[src/rtl/game_pkg.sv]
// Shared encodings and widths for the round sequencer and its helpers.
package game_pkg;

  localparam int STATE_W = 3;
  localparam int TIME_W  = 8;
  localparam int TASK_W  = 4;

  typedef enum logic [STATE_W-1:0] {
    ST_IDLE = 3'd0,
    ST_WALK = 3'd1,
    ST_TASK = 3'd2,
    ST_WIN  = 3'd3,
    ST_LOSE = 3'd4
  } state_t;

endpackage

[src/rtl/game_flow_fsm_tick_prescaler.sv]
// Divide-by-DIV counter with enable and synchronous clear; emits a
// one-cycle tick on the last count while enabled. Holds when disabled.
module tick_prescaler #(
  parameter int unsigned DIV = 25_000_000
) (
  input  logic clk,
  input  logic rst_n,
  input  logic en,
  input  logic clr,
  output logic tick
);

  localparam int unsigned CNT_W = (DIV > 1) ? $clog2(DIV) : 1;
  localparam logic [CNT_W-1:0] LAST = CNT_W'(DIV - 1);

  logic [CNT_W-1:0] count;

  assign tick = en && (count == LAST);

  // Wrap at DIV-1 while enabled; clear wins over counting.
  always_ff @(posedge clk or negedge rst_n) begin
    if (!rst_n) begin
      count <= '0;
    end else if (clr) begin
      count <= '0;
    end else if (en) begin
      count <= (count == LAST) ? '0 : count + CNT_W'(1);
    end
  end

endmodule

[src/rtl/game_flow_fsm.sv]
// Round sequencer: countdown timer, door/seat dwell qualification and
// win/lose decision. All outputs are registered alongside the state.
//
//   state | meaning
//   IDLE  | after reset, waiting for start
//   WALK  | sprite moving, timer running, dwell watched
//   TASK  | task screen shown, timer still running
//   WIN   | seat reached with enough tasks done
//   LOSE  | countdown expired
module game_flow_fsm
  import game_pkg::*;
#(
  parameter int unsigned TICK_DIV     = 25_000_000,
  parameter int unsigned TIME_LIMIT   = 60,
  parameter int unsigned DWELL_CYCLES = 8,
  parameter int unsigned TASKS_REQ    = 1
) (
  input  logic               clk,
  input  logic               rst_n,
  input  logic               start,
  input  logic               in_door,
  input  logic               in_seat,
  input  logic               task_done,
  output logic               sprite_en,
  output logic               task_enable,
  output logic [TIME_W-1:0]  time_left,
  output logic [TASK_W-1:0]  tasks_completed,
  output logic               win,
  output logic               lose,
  output logic [STATE_W-1:0] state_o
);

  localparam logic [TIME_W-1:0] TIME_INIT  = TIME_W'(TIME_LIMIT);
  localparam logic [7:0]        DWELL_LAST = 8'(DWELL_CYCLES - 1);
  localparam logic [7:0]        DWELL_MAX  = 8'(DWELL_CYCLES);
  localparam logic [TASK_W-1:0] TASK_NEED  = TASK_W'(TASKS_REQ);
  localparam logic [TASK_W-1:0] TASK_SAT   = '1;

  state_t      state;
  state_t      state_nxt;
  logic [7:0]  dwell;
  logic        door_armed;
  logic        running;
  logic        start_ok;
  logic        tick;
  logic        timeout;
  logic        seat_q;
  logic        door_q;
  logic        dwell_cond;
  logic        accept;

  assign running    = (state == ST_WALK) || (state == ST_TASK);
  assign start_ok   = start && ((state == ST_IDLE) || (state == ST_WIN) || (state == ST_LOSE));
  assign timeout    = tick && (time_left == TIME_W'(1));
  assign seat_q     = in_seat && (tasks_completed >= TASK_NEED);
  assign door_q     = in_door && door_armed;
  assign dwell_cond = (state == ST_WALK) && (seat_q || door_q);
  assign accept     = dwell_cond && (dwell == DWELL_LAST);
  assign state_o    = state;

  tick_prescaler #(
    .DIV (TICK_DIV)
  ) u_prescaler (
    .clk   (clk),
    .rst_n (rst_n),
    .en    (running),
    .clr   (start_ok),
    .tick  (tick)
  );

  // Next-state selection; timeout outranks dwell acceptance and task_done.
  always_comb begin
    state_nxt = state;
    case (state)
      ST_IDLE, ST_WIN, ST_LOSE: begin
        if (start) state_nxt = ST_WALK;
      end
      ST_WALK: begin
        if (timeout)     state_nxt = ST_LOSE;
        else if (accept) state_nxt = seat_q ? ST_WIN : ST_TASK;
      end
      ST_TASK: begin
        if (timeout)        state_nxt = ST_LOSE;
        else if (task_done) state_nxt = ST_WALK;
      end
      default: state_nxt = ST_IDLE;
    endcase
  end

  // State, round counters, dwell tracking and Moore outputs decoded from next state.
  always_ff @(posedge clk or negedge rst_n) begin
    if (!rst_n) begin
      state           <= ST_IDLE;
      time_left       <= TIME_INIT;
      tasks_completed <= '0;
      dwell           <= '0;
      door_armed      <= 1'b1;
      sprite_en       <= 1'b0;
      task_enable     <= 1'b0;
      win             <= 1'b0;
      lose            <= 1'b0;
    end else begin
      state       <= state_nxt;
      sprite_en   <= (state_nxt == ST_WALK);
      task_enable <= (state_nxt == ST_TASK);
      win         <= (state_nxt == ST_WIN);
      lose        <= (state_nxt == ST_LOSE);

      if (dwell_cond) begin
        dwell <= (dwell == DWELL_MAX) ? DWELL_MAX : dwell + 8'd1;
      end else begin
        dwell <= '0;
      end

      if (tick && (time_left != '0)) begin
        time_left <= time_left - TIME_W'(1);
      end

      // Re-arm only once the sprite has stepped off the door.
      if ((state == ST_WALK) && !in_door) begin
        door_armed <= 1'b1;
      end

      if (start_ok) begin
        time_left       <= TIME_INIT;
        tasks_completed <= '0;
        dwell           <= '0;
        door_armed      <= 1'b1;
      end else if ((state == ST_WALK) && !timeout && accept && !seat_q) begin
        door_armed <= 1'b0;
      end else if ((state == ST_TASK) && !timeout && task_done) begin
        if (tasks_completed != TASK_SAT) begin
          tasks_completed <= tasks_completed + TASK_W'(1);
        end
      end
    end
  end

endmodule

[config.mk]
export PLATFORM = sky130hd
export DESIGN_NAME = game_flow_fsm
export DESIGN_NICKNAME = d
export VERILOG_FILES = /design/src/rtl/game_pkg.sv /design/src/rtl/game_flow_fsm_tick_prescaler.sv /design/src/rtl/game_flow_fsm.sv
export SDC_FILE = /design/constraint.sdc
export NUM_CORES = 1
export LEC_CHECK = 0
export CAP_MARGIN = 25
export CORE_MARGIN = 4
export CORE_UTILIZATION = 45
export CTS_CLUSTER_DIAMETER = 50
export DETAILED_ROUTE_END_ITERATION = 8
export PLACE_DENSITY = 0.61
export SYNTH_ARGS = -nofsm -noshare
export SYNTH_HDL_FRONTEND = slang
export SYNTH_SLANG_ARGS = --single-unit
export TNS_END_PERCENT = 1
[constraint.sdc]
create_clock -name clk -period 4.1 [get_ports clk]
set_input_delay 0.82 -clock clk [delete_from_list [all_inputs] [get_ports clk]]
set_output_delay 0.82 -clock clk [all_outputs]
set_load 0.005 [all_outputs]
==> flow_metrics.env <==
export IMPL_finalHoldViolations=0
export IMPL_initial_core_util_pct=46.4
export IMPL_cts_max_level=2
export IMPL_element_type_at_the_critical_path_start="primary input"
export IMPL_mapped_cells=310
export IMPL_ctsHoldBuffers=0
export IMPL_die_height_microns=89.1
export IMPL_cts_root_buffer="clkbuf_8"
export IMPL_grt_pass1_vias=2251
export IMPL_core_sq_um=6390
export IMPL_gpl_final_weighted_congestion=0.809
export IMPL_area_growth_pct=14.7
export IMPL_timing_max_cap_violations=0
export IMPL_synth_edf_count=0
export IMPL_placement_cell_area_sq_um=3270
export IMPL_firstDrtPassIters=4
export IMPL_design_area_sq_um=3400
export IMPL_tightest_pin_transition_ns=0.919
export IMPL_synthesis_yosys_warnings=0
export IMPL_synth_async_reset_ratio_pct=100
export IMPL_post_drt_wl_per_cell_microns=15.4
export IMPL_ys_dominant_reg_cell="dfrtp_1"
export IMPL_synthDistinctLibCells=57
export IMPL_die_area_sq_um=7940
export IMPL_cp_required_ns=4.32
export IMPL_power_density_nw_per_um2=458
export IMPL_groute_usage_overall_pct=17.4
export IMPL_tritoncts="done"
export IMPL_clkSinkCount=53
export IMPL_layout_nets=351
export IMPL_yosysSeqAreaShare_pct=45.0
export IMPL_critical_path_n_buffers_inverters=2
export IMPL_width_of_the_chip_microns=89.1
export IMPL_synth_fp_nets=324
export IMPL_postLayoutCoreUtil_pct=53.2
export IMPL_finClkSkew_ns=0.00655
export IMPL_final_common_cell="dfrtp_1"
export IMPL_finalWirelength_microns=6370
export IMPL_antenna_violations_before_repair=0
export IMPL_crit_fanout=14
export IMPL_cts_resized=0
export IMPL_drive_gt1_share_pct=8.58
export IMPL_first_iter_violations=102
export IMPL_commonest_non_fill_non_tap_cells_in_the_layout="dfrtp_1, nor2_1, clkdlybuf4s50_1"
export IMPL_antennaDiodeCount=0
export IMPL_n_fill_cell=597
export IMPL_crit_slowest_cell="clkdlybuf4s50_1"
export IMPL_critical_path_max_stage_delay_ns=0.53
export IMPL_port_buffers=24
export IMPL_vias=2381
export IMPL_ys_seq_elements=53
export IMPL_detail_route_vias_per_cell=5.74
export IMPL_status="complete, no violations"
export IMPL_cp_top_family="compound AO/OA/AOI/OAI gates"
export IMPL_vdd_ir_drop_max_mv=0.315
export IMPL_timing_reg2reg_setup_slack_ns=1.68
export IMPL_post_route_min_period_ns=2.42
export IMPL_remaining_drc_errors=0
export IMPL_fmax_mhz=413
export IMPL_finalWorstSetupSlack_ns=1.68
export IMPL_worstSetupPathType="primary input to flop"
export IMPL_timing_critical_path_arrival_ns=2.64
export IMPL_hold_worst_slack_ns=0.511
export IMPL_maxSlewViolCount=0
export IMPL_mappedNetlistArea_sq_um=2960
export IMPL_period_utilization_post_route_pct=59.1
export IMPL_grt_overflow_total=0
export IMPL_post_cts_setup_buffers=0
export IMPL_setup_tns_ns=0
export IMPL_clock_slew_seen_by_the_registers_of_the_worst_setup_and_hold_paths_ns=0.09
export IMPL_design_portCount=25
export IMPL_end_kind="flop"
export IMPL_largest_net_degree_at_the_start_of_global_routing=35
export IMPL_worst_hold_path_type="flop to flop"
export IMPL_clock_latency_at_the_later_pin_of_the_worst_skew_pair_ns=0.30
export IMPL_avgSynthCellArea_sq_um=9.55
export IMPL_timing_slew_headroom_pct=38.7
export IMPL_total_leakage_power_nw=1.41
export IMPL_clock_buffers_created_by_tritoncts=5
export IMPL_cts_buffer_depth=2
export IMPL_dp_final_hpwl_microns=4530
export IMPL_worstPathCellList="clkdlybuf4s50_1 > o21ai_1 > o31ai_2 > buf_4 > a41o_1 > o21ai_0"
export IMPL_final_setup_viol_count=0
export IMPL_rsz_0062_raised_after_global_routing="no"
export IMPL_drtAntennaViolNets=0
export IMPL_pre_cts_ws_ns=1.22
export IMPL_wire_length_of_the_first_global_routing_pass_microns=10900
export IMPL_placement_rows=29
where the power goes:
group          switching (mW)  internal, mW  leakage (nW)  total [mW]
Clock                   0.166         0.199        0.0585       0.366
Combinational           0.275         0.196         0.655       0.471
Sequential              0.108         0.611         0.699       0.719
Total                   0.549          1.01          1.41        1.56
layout make-up:
type	count	area, sq um	share of cell area (%)
well taps	77	96.3	2.84
multi-input cells	235	1540	45.2
clock inverters	1	30.0	0.884
repair buffers	27	258	7.59
inverters	15	56.3	1.66
flip-flops and latches	53	1330	39.2
clock buffers	7	86.3	2.54
per-layer routing:
metal	part of all wire, %	GRT usage [%]	vias up	wire length [microns]
met2	46	27.4	42	2940
met5	0	0	-	0
met4	0.91	3.79	0	58
li1	-	-	1192	-
met1	49	24.9	1143	3120
met3	4.0	3.50	4	254
cell families after synthesis:
logic type	Yosys count	share of synthesized area (%)
AOI/OAI and AO/OA	60	13.2
xor gates and xnor gates	19	5.62
adders and majority gates	8	3.38
buffers and inverters	22	3.09
DFF	53	45.0
muxes	4	1.44
and+or+nand+nor	144	28.3
cells in the mapped netlist, types with 4 or more instances:
master / number / share of area [%]
nor2_1: 37 / 4.7
ha_1: 8 / 3.4
nand2_1: 16 / 2.0
dfstp_2: 5 / 4.4
and4_1: 7 / 2.1
xnor2_1: 11 / 3.3
dfrtp_1: 48 / 41
and3_1: 7 / 1.5
o31ai_1: 6 / 1.5
nand4_1: 9 / 1.9
nor4_1: 4 / 0.85
o21ai_0: 13 / 2.2
or4_1: 6 / 1.5
xor2_1: 8 / 2.4
a31oi_1: 5 / 1.1
clkbuf_1: 5 / 0.63
nand3_1: 18 / 3.0
inv_1: 14 / 1.8
a21oi_1: 14 / 2.4
nor3_1: 10 / 1.7
final timing paths:
kind / depth (start not counted) / endpoint / start
min in group asynchronous: 1 / tasks_completed[0] / rst_n
max: 6 / u_prescaler.count[11] / start
min reg2reg: 1 / dwell[0] / dwell[0]
max in group asynchronous: 2 / u_prescaler.count[3] / rst_n
min: 1 / dwell[0] / dwell[0]
max reg2reg: 6 / tasks_completed[1] / u_prescaler.count[0]
registers in the layout, indices dropped and copies added, names as in the netlist:
name and flops:
door_armed 1, dwell 8, lose 1, sprite_en 1
state_o 3, task_enable 1, tasks_completed 4, time_left 8
u_prescaler.count 25, win 1
stage by stage:
stage	std cells	total power, mW
final	415	1.56
after global placement	406	1.19
after CTS	414	1.57
after detailed placement	406	1.20
after global routing	415	1.68
after floorplan	310	1.02
Note: power is estimated with default switching activity, not from simulation.
